**src/rtl/uart_rx_monitor.sv**
```systemverilog
// uart_rx_monitor: serial receive monitor with configurable bit period,
// character format, parity and stop bits. Completed characters land in a
// first-word-fall-through FIFO; per-frame error pulses, a sticky overrun
// flag and a wrapping character counter report line health.
module uart_rx_monitor #(
  parameter int DIV        = 16,
  parameter int DATA_BITS  = 8,
  parameter int PARITY     = 0,
  parameter int STOP_BITS  = 1,
  parameter int FIFO_DEPTH = 8
) (
  input  logic                 clk,
  input  logic                 reset,
  input  logic                 rx,
  input  logic                 rd_en,
  input  logic                 clr_err,
  output logic [DATA_BITS-1:0] rd_data,
  output logic                 empty,
  output logic                 full,
  output logic                 rx_busy,
  output logic                 rx_end,
  output logic                 parity_err,
  output logic                 frame_err,
  output logic                 overrun,
  output logic [15:0]          char_count
);

  localparam int DW = $clog2(DIV);
  localparam int AW = $clog2(FIFO_DEPTH);

  localparam logic [DW-1:0] DIV_LAST  = DW'(DIV - 1);
  localparam logic [DW-1:0] HALF_LAST = DW'(DIV / 2 - 1);
  localparam logic [DW-1:0] DIV_ZERO  = DW'(0);
  localparam logic [DW-1:0] DIV_ONE   = DW'(1);
  localparam logic [3:0]    DATA_LAST = 4'(DATA_BITS - 1);
  localparam logic [3:0]    STOP_LAST = 4'(STOP_BITS - 1);

  typedef enum logic [2:0] {
    IDLE  = 3'd0,
    START = 3'd1,
    DATA  = 3'd2,
    PAR   = 3'd3,
    STOP  = 3'd4
  } state_t;

  // Parity check: even mode flags an odd total, odd mode flags an even total.
  function automatic logic parity_mismatch(input logic [DATA_BITS-1:0] data,
                                           input logic                 pbit);
    logic total;
    total = (^data) ^ pbit;
    return (PARITY == 2) ? ~total : total;
  endfunction

  logic                 rx_meta_r, rxs_r;
  state_t               state_r, state_n;
  logic [DW-1:0]        div_cnt_r, div_cnt_n;
  logic [3:0]           bit_cnt_r, bit_cnt_n;
  logic [DATA_BITS-1:0] shift_r, shift_n;
  logic                 par_flag_r, par_flag_n;
  logic                 frm_flag_r, frm_flag_n;
  logic                 done_s, frame_bad_s;

  logic                 rx_end_r, parity_err_r, frame_err_r, overrun_r, rx_busy_r;
  logic [15:0]          char_count_r;

  logic [DATA_BITS-1:0] mem_r [FIFO_DEPTH];
  logic [AW:0]          wr_ptr_r, rd_ptr_r;
  logic                 empty_s, full_s, pop_s, push_req_s, push_s, ovr_set_s;

  // Two-flop synchroniser on the serial input; idles high.
  always_ff @(posedge clk or negedge reset) begin
    if (!reset) begin
      rx_meta_r <= 1'b1;
      rxs_r     <= 1'b1;
    end else begin
      rx_meta_r <= rx;
      rxs_r     <= rx_meta_r;
    end
  end

  // Receive FSM state register and datapath registers.
  always_ff @(posedge clk or negedge reset) begin
    if (!reset) begin
      state_r    <= IDLE;
      div_cnt_r  <= DIV_ZERO;
      bit_cnt_r  <= 4'd0;
      shift_r    <= {DATA_BITS{1'b0}};
      par_flag_r <= 1'b0;
      frm_flag_r <= 1'b0;
    end else begin
      state_r    <= state_n;
      div_cnt_r  <= div_cnt_n;
      bit_cnt_r  <= bit_cnt_n;
      shift_r    <= shift_n;
      par_flag_r <= par_flag_n;
      frm_flag_r <= frm_flag_n;
    end
  end

  // Next-state logic: mid-bit sampling aligned by the half-period start check.
  always_comb begin
    state_n     = state_r;
    div_cnt_n   = div_cnt_r;
    bit_cnt_n   = bit_cnt_r;
    shift_n     = shift_r;
    par_flag_n  = par_flag_r;
    frm_flag_n  = frm_flag_r;
    done_s      = 1'b0;
    frame_bad_s = 1'b0;
    case (state_r)
      IDLE: begin
        if (!rxs_r) begin
          state_n   = START;
          div_cnt_n = DIV_ZERO;
        end else begin
          state_n = IDLE;
        end
      end
      START: begin
        if (div_cnt_r == HALF_LAST) begin
          if (rxs_r) begin
            state_n = IDLE;            // start bit did not hold: glitch
          end else begin
            state_n    = DATA;
            div_cnt_n  = DIV_ZERO;
            bit_cnt_n  = 4'd0;
            par_flag_n = 1'b0;
            frm_flag_n = 1'b0;
          end
        end else begin
          div_cnt_n = div_cnt_r + DIV_ONE;
        end
      end
      DATA: begin
        if (div_cnt_r == DIV_LAST) begin
          div_cnt_n = DIV_ZERO;
          shift_n   = {rxs_r, shift_r[DATA_BITS-1:1]};
          if (bit_cnt_r == DATA_LAST) begin
            bit_cnt_n = 4'd0;
            state_n   = (PARITY != 0) ? PAR : STOP;
          end else begin
            bit_cnt_n = bit_cnt_r + 4'd1;
          end
        end else begin
          div_cnt_n = div_cnt_r + DIV_ONE;
        end
      end
      PAR: begin
        if (div_cnt_r == DIV_LAST) begin
          div_cnt_n  = DIV_ZERO;
          bit_cnt_n  = 4'd0;
          par_flag_n = parity_mismatch(shift_r, rxs_r);
          state_n    = STOP;
        end else begin
          div_cnt_n = div_cnt_r + DIV_ONE;
        end
      end
      STOP: begin
        if (div_cnt_r == DIV_LAST) begin
          div_cnt_n  = DIV_ZERO;
          frm_flag_n = frm_flag_r | ~rxs_r;
          if (bit_cnt_r == STOP_LAST) begin
            // Return to IDLE now so a start edge later in this bit is caught.
            bit_cnt_n   = 4'd0;
            state_n     = IDLE;
            done_s      = 1'b1;
            frame_bad_s = frm_flag_r | ~rxs_r;
          end else begin
            bit_cnt_n = bit_cnt_r + 4'd1;
          end
        end else begin
          div_cnt_n = div_cnt_r + DIV_ONE;
        end
      end
      default: begin
        state_n   = IDLE;
        div_cnt_n = DIV_ZERO;
        bit_cnt_n = 4'd0;
      end
    endcase
  end

  // FIFO occupancy flags and push/pop arbitration for the completing frame.
  always_comb begin
    empty_s    = (wr_ptr_r == rd_ptr_r);
    full_s     = (wr_ptr_r[AW] != rd_ptr_r[AW]) &&
                 (wr_ptr_r[AW-1:0] == rd_ptr_r[AW-1:0]);
    pop_s      = rd_en & ~empty_s;
    push_req_s = done_s & ~frame_bad_s;
    if (push_req_s) begin
      push_s    = ~full_s | pop_s;
      ovr_set_s = full_s & ~pop_s;
    end else begin
      push_s    = 1'b0;
      ovr_set_s = 1'b0;
    end
  end

  // FIFO storage; contents are only visible through the pointers.
  always_ff @(posedge clk) begin
    if (push_s) begin
      mem_r[wr_ptr_r[AW-1:0]] <= shift_r;
    end
  end

  // FIFO pointers with natural wrap of the extra lap bit.
  always_ff @(posedge clk or negedge reset) begin
    if (!reset) begin
      wr_ptr_r <= {(AW+1){1'b0}};
      rd_ptr_r <= {(AW+1){1'b0}};
    end else begin
      if (push_s) begin
        wr_ptr_r <= wr_ptr_r + {{AW{1'b0}}, 1'b1};
      end
      if (pop_s) begin
        rd_ptr_r <= rd_ptr_r + {{AW{1'b0}}, 1'b1};
      end
    end
  end

  // Registered completion pulses, counter, busy and sticky overrun.
  always_ff @(posedge clk or negedge reset) begin
    if (!reset) begin
      rx_end_r     <= 1'b0;
      parity_err_r <= 1'b0;
      frame_err_r  <= 1'b0;
      overrun_r    <= 1'b0;
      rx_busy_r    <= 1'b0;
      char_count_r <= 16'd0;
    end else begin
      rx_end_r     <= done_s;
      parity_err_r <= done_s & par_flag_r;
      frame_err_r  <= done_s & frame_bad_s;
      rx_busy_r    <= (state_n != IDLE);
      if (done_s) begin
        char_count_r <= char_count_r + 16'd1;
      end
      if (ovr_set_s) begin
        overrun_r <= 1'b1;               // a new drop beats a clear
      end else if (clr_err) begin
        overrun_r <= 1'b0;
      end
    end
  end

  assign rd_data    = empty_s ? {DATA_BITS{1'b0}} : mem_r[rd_ptr_r[AW-1:0]];
  assign empty      = empty_s;
  assign full       = full_s;
  assign rx_busy    = rx_busy_r;
  assign rx_end     = rx_end_r;
  assign parity_err = parity_err_r;
  assign frame_err  = frame_err_r;
  assign overrun    = overrun_r;
  assign char_count = char_count_r;

endmodule

```
**config.mk**
```make
export PLATFORM = sky130hd
export DESIGN_NAME = uart_rx_monitor
export DESIGN_NICKNAME = d
export VERILOG_FILES = /design/src/rtl/uart_rx_monitor.sv
export SDC_FILE = /design/constraint.sdc
export NUM_CORES = 1
export LEC_CHECK = 0
export CORE_MARGIN = 2
export CORE_UTILIZATION = 40
export CTS_CLUSTER_DIAMETER = 120
export DETAILED_ROUTE_END_ITERATION = 10
export PLACE_DENSITY = 0.56
export SYNTH_ARGS = -nofsm -noshare
export SYNTH_HDL_FRONTEND = slang
export SYNTH_SLANG_ARGS = --single-unit
```
**constraint.sdc**
```tcl
create_clock -name clk -period 2.7 [get_ports clk]
set_clock_uncertainty 0.2 [all_clocks]
set_input_delay 0.54 -clock clk [delete_from_list [all_inputs] [get_ports clk]]
set_output_delay 0.54 -clock clk [all_outputs]
set_load 0.05 [all_outputs]
```
==> impl_metrics.json <==
{
  "intPower_uw": 4352,
  "crit_buf_inv": 2,
  "rr_endpoint": "mem_r[7][5]$_DFFE_PP_",
  "path_depth": 5,
  "antenna_found_initial": 0,
  "cp-endpoint": "rd_data[1]",
  "fp.coreArea_um2": 12160,
  "route.detailed.drc": 0,
  "critPathMaxStageDelay_ps": 530,
  "cp.required_ps": 1960,
  "vias_per_cell": 5.062,
  "crit_type": "reg -> out",
  "place_congestion": 0.7707,
  "hp-class": "reg -> reg",
  "p_clk_share_pct": 34.8,
  "synth_enable_flop_cells": 64,
  "p_sw_share_pct": 31.22,
  "relSlewSlack_pct": 53.73,
  "rsz0062_at_grt": "yes",
  "syn_area_um2": 5034,
  "synth_most_common_cell": "edfxtp_1",
  "place_inst": 572,
  "syn_nets": 367,
  "synth_top_area_share_pct": 38.18,
  "vias": 3083,
  "yosysSeqAreaShare_pct": 64.08,
  "end_kind": "primary output",
  "status": "completed",
  "p_leak_uw": 0.002512,
  "yosysTopAreaCell": "edfxtp_1",
  "postLayoutCoreUtil_pct": 53.80,
  "drv_slew": 0,
  "cp.arrival_ps": 1940,
  "cap_violations": 0,
  "ir_worst_vdd_mv": 0.4208,
  "synth_area_leaders": "edfxtp_1, dfrtp_1, mux4_2, xnor2_1, mux2_2",
  "power.total_uw": 6327,
  "r2r-start": "bit_cnt_r[0]$_DFFE_PN0P_",
  "synthTopCellsByCount": "edfxtp_1, dfrtp_1, nand2_1",
  "grt_usage_pct": 17.52,
  "avgRoutedWirePerCell_um": 17.01,
  "ys.flop_type": "edfxtp_1",
  "clock_latency_ps": 410,
  "clock_path_buffers": 2,
  "drt_iter0_drc": 152,
  "async_flop_share_pct": 44.83,
  "setup_tns_ps": 0,
  "grt-ovfl-total": 0,
  "dp_slack_ps": 198.6,
  "setup_ws_ps": 21.49,
  "crit_start": "rd_ptr_r[0]$_DFFE_PN0P_",
  "cts_root_buf": "clkbuf_16",
  "crit_family": "multiplexers",
  "n_fill_cell": 1052,
  "nets": 439,
  "antenna_left": 0,
  "seqPwrFrac_pct": 32.7,
  "drt-total-wl_um": 10360,
  "min_period_ps": 2679,
  "grt_pass1_vias": 3232,
  "io_buffers": 35,
  "p_sw_uw": 1975,
  "tightestPinTransition_ps": 694.0,
  "synth_cells": 356,
  "hold_violations": 0,
  "dr.pass1.iters": 4,
  "dieArea_um2": 13500,
  "cts_htree_levels": 4,
  "pin_count": 36,
  "grt_pass1_wl_um": 17260,
  "r2r_cells": 7,
  "ys_seq_elements": 116,
  "setup_viol": 0,
  "drive_gt1_share_pct": 28.12,
  "cts.clk_slew.worst_paths_ps": 50,
  "start_util_pct": 41.39,
  "synth_cell_types": 52,
  "powerDensity_nw_per_um2": 967.1,
  "hp-start": "rx_meta_r$_DFF_PN1_",
  "die_h_um": 116.2,
  "die_w_um": 116.2,
  "r2r_slack_ps": 290,
  "grt_max_degree": 33,
  "yosys_warnings": 0,
  "antennaDiodeCount": 0,
  "cts_inserted_buffers": 17,
  "clkSinkCount": 116,
  "std_cell_rows": 40,
  "period_share_pct": 99.20,
  "pwr-share-comb_pct": 32.5,
  "cp_max_fo": 7,
  "cp-start-kind": "register",
  "path_cells": "buf_8 > mux4_2 > mux2i_2 > nor2_2 > buf_12",
  "syn_avg_cell_area_um2": 14.14,
  "fmax_mhz": 373.3,
  "fin_cells": 609,
  "syn_to_final_growth_pct": 29.98,
  "cpMaxStageDelayCell": "mux4_2",
  "dpl.hpwl_um": 6946,
  "cts_tree": "done"
}
==> worst min-delay path by stage <==
stage	end	cells past startpoint
6_report	rxs_r$_DFF_PN1_	0
3_5_place_dp	rxs_r$_DFF_PN1_	0
3_3_place_gp	rxs_r$_DFF_PN1_	0
5_1_grt	rxs_r$_DFF_PN1_	0
4_1_cts	rxs_r$_DFF_PN1_	0
2_1_floorplan	bit_cnt_r[0]$_DFFE_PN0P_	0
==> power by group through the flow <==
| stage | clock [uW] | combinational, uW | sequential [uW] |
|---|---|---|---|
| final | 2200 | 2060 | 2070 |
| after CTS | 2240 | 2050 | 2060 |
| after detailed placement | 0 | 1910 | 2090 |
| after global placement | 0 | 1890 | 2080 |
| after global routing | 2330 | 2210 | 2090 |
| after floorplan | 0 | 1220 | 2080 |
==> flip-flops by register name, indices dropped and copies added (netlist names), 3 cells and up <==
register	flops
div_cnt_r	4
shift_r	8
state_r	3
bit_cnt_r	4
mem_r	64
char_count	16
wr_ptr_r	4
rd_ptr_r	4
==> what timing repair did <==
action / in CTS / in global routing
cloned: 1 / 0
gates resized for setup: 17 / 8
hold buffers: 1 / 0
hold endpoints to repair: 28 / 0
pin swaps: 0 / 1
buffers inserted: 2 / 1
endpoints found under the setup margin: 8 / 8
==> routing by layer <==
layer	part of all wire (%)	GRT usage, %
met3	5.2	4.982
met5	0	0
met2	48	27.72
met1	45	23.16
met4	1.5	6.667
==> kinds of logic after synthesis <==
family | Yosys count | synth area share (%)
flip-flops | 116 | 64.08
AND/OR/NAND/NOR | 109 | 11.58
AO/OA/AOI/OAI | 34 | 4.201
XOR/XNOR | 33 | 5.742
multiplexers | 33 | 10.76
buffers and inverters | 25 | 2.138
adder cells (fa/ha/maj) | 6 | 1.491
==> through the flow <==
step / cell area (um2) / hold WS, ps
after CTS: 6500 / 159.0
final: 6543 / 159.3
after floorplan: 5049 / 44.41
after global routing: 6543 / 162.6
after detailed placement: 5813 / 151.2
after global placement: 5813 / 145.9
==> cells in the final DEF, fill, tap and decap left out, types with 2 or more instances in the layout <==
master / n
nor3b_1: 3
clkbuf_16: 17
nor3_1: 5
edfxtp_1: 64
nor3b_2: 2
nand2_1: 27
inv_1: 10
or2_2: 2
o21ai_0: 12
buf_6: 6
nand3b_1: 2
a21oi_1: 7
buf_12: 8
nor2_2: 5
or3b_2: 2
xor2_1: 9
clkinv_2: 4
xnor2_1: 22
mux2_2: 9
mux4_2: 16
nand2b_1: 6
nor2_1: 21
clkinvlp_4: 4
clkbuf_8: 3
nand4_1: 7
ha_1: 6
dfstp_2: 2
nand3_1: 12
dfrtp_1: 49
o22ai_1: 2
buf_4: 27
mux2i_1: 7
bufinv_16: 2
or3_1: 3
clkdlybuf4s50_1: 24
and3_1: 3
==> layout make-up <==
cell class | instances | area, um2 | share of cell area [%]
repair buffers | 68 | 700.7 | 10.71
clock inverters | 12 | 127.6 | 1.951
multi-input cells | 215 | 1773 | 27.10
inverters | 10 | 37.54 | 0.5737
flip-flops and latches | 116 | 3227 | 49.32
clock buffers | 20 | 466.7 | 7.133
well taps | 168 | 210.2 | 3.213
Power figures use the tool's default switching activity.
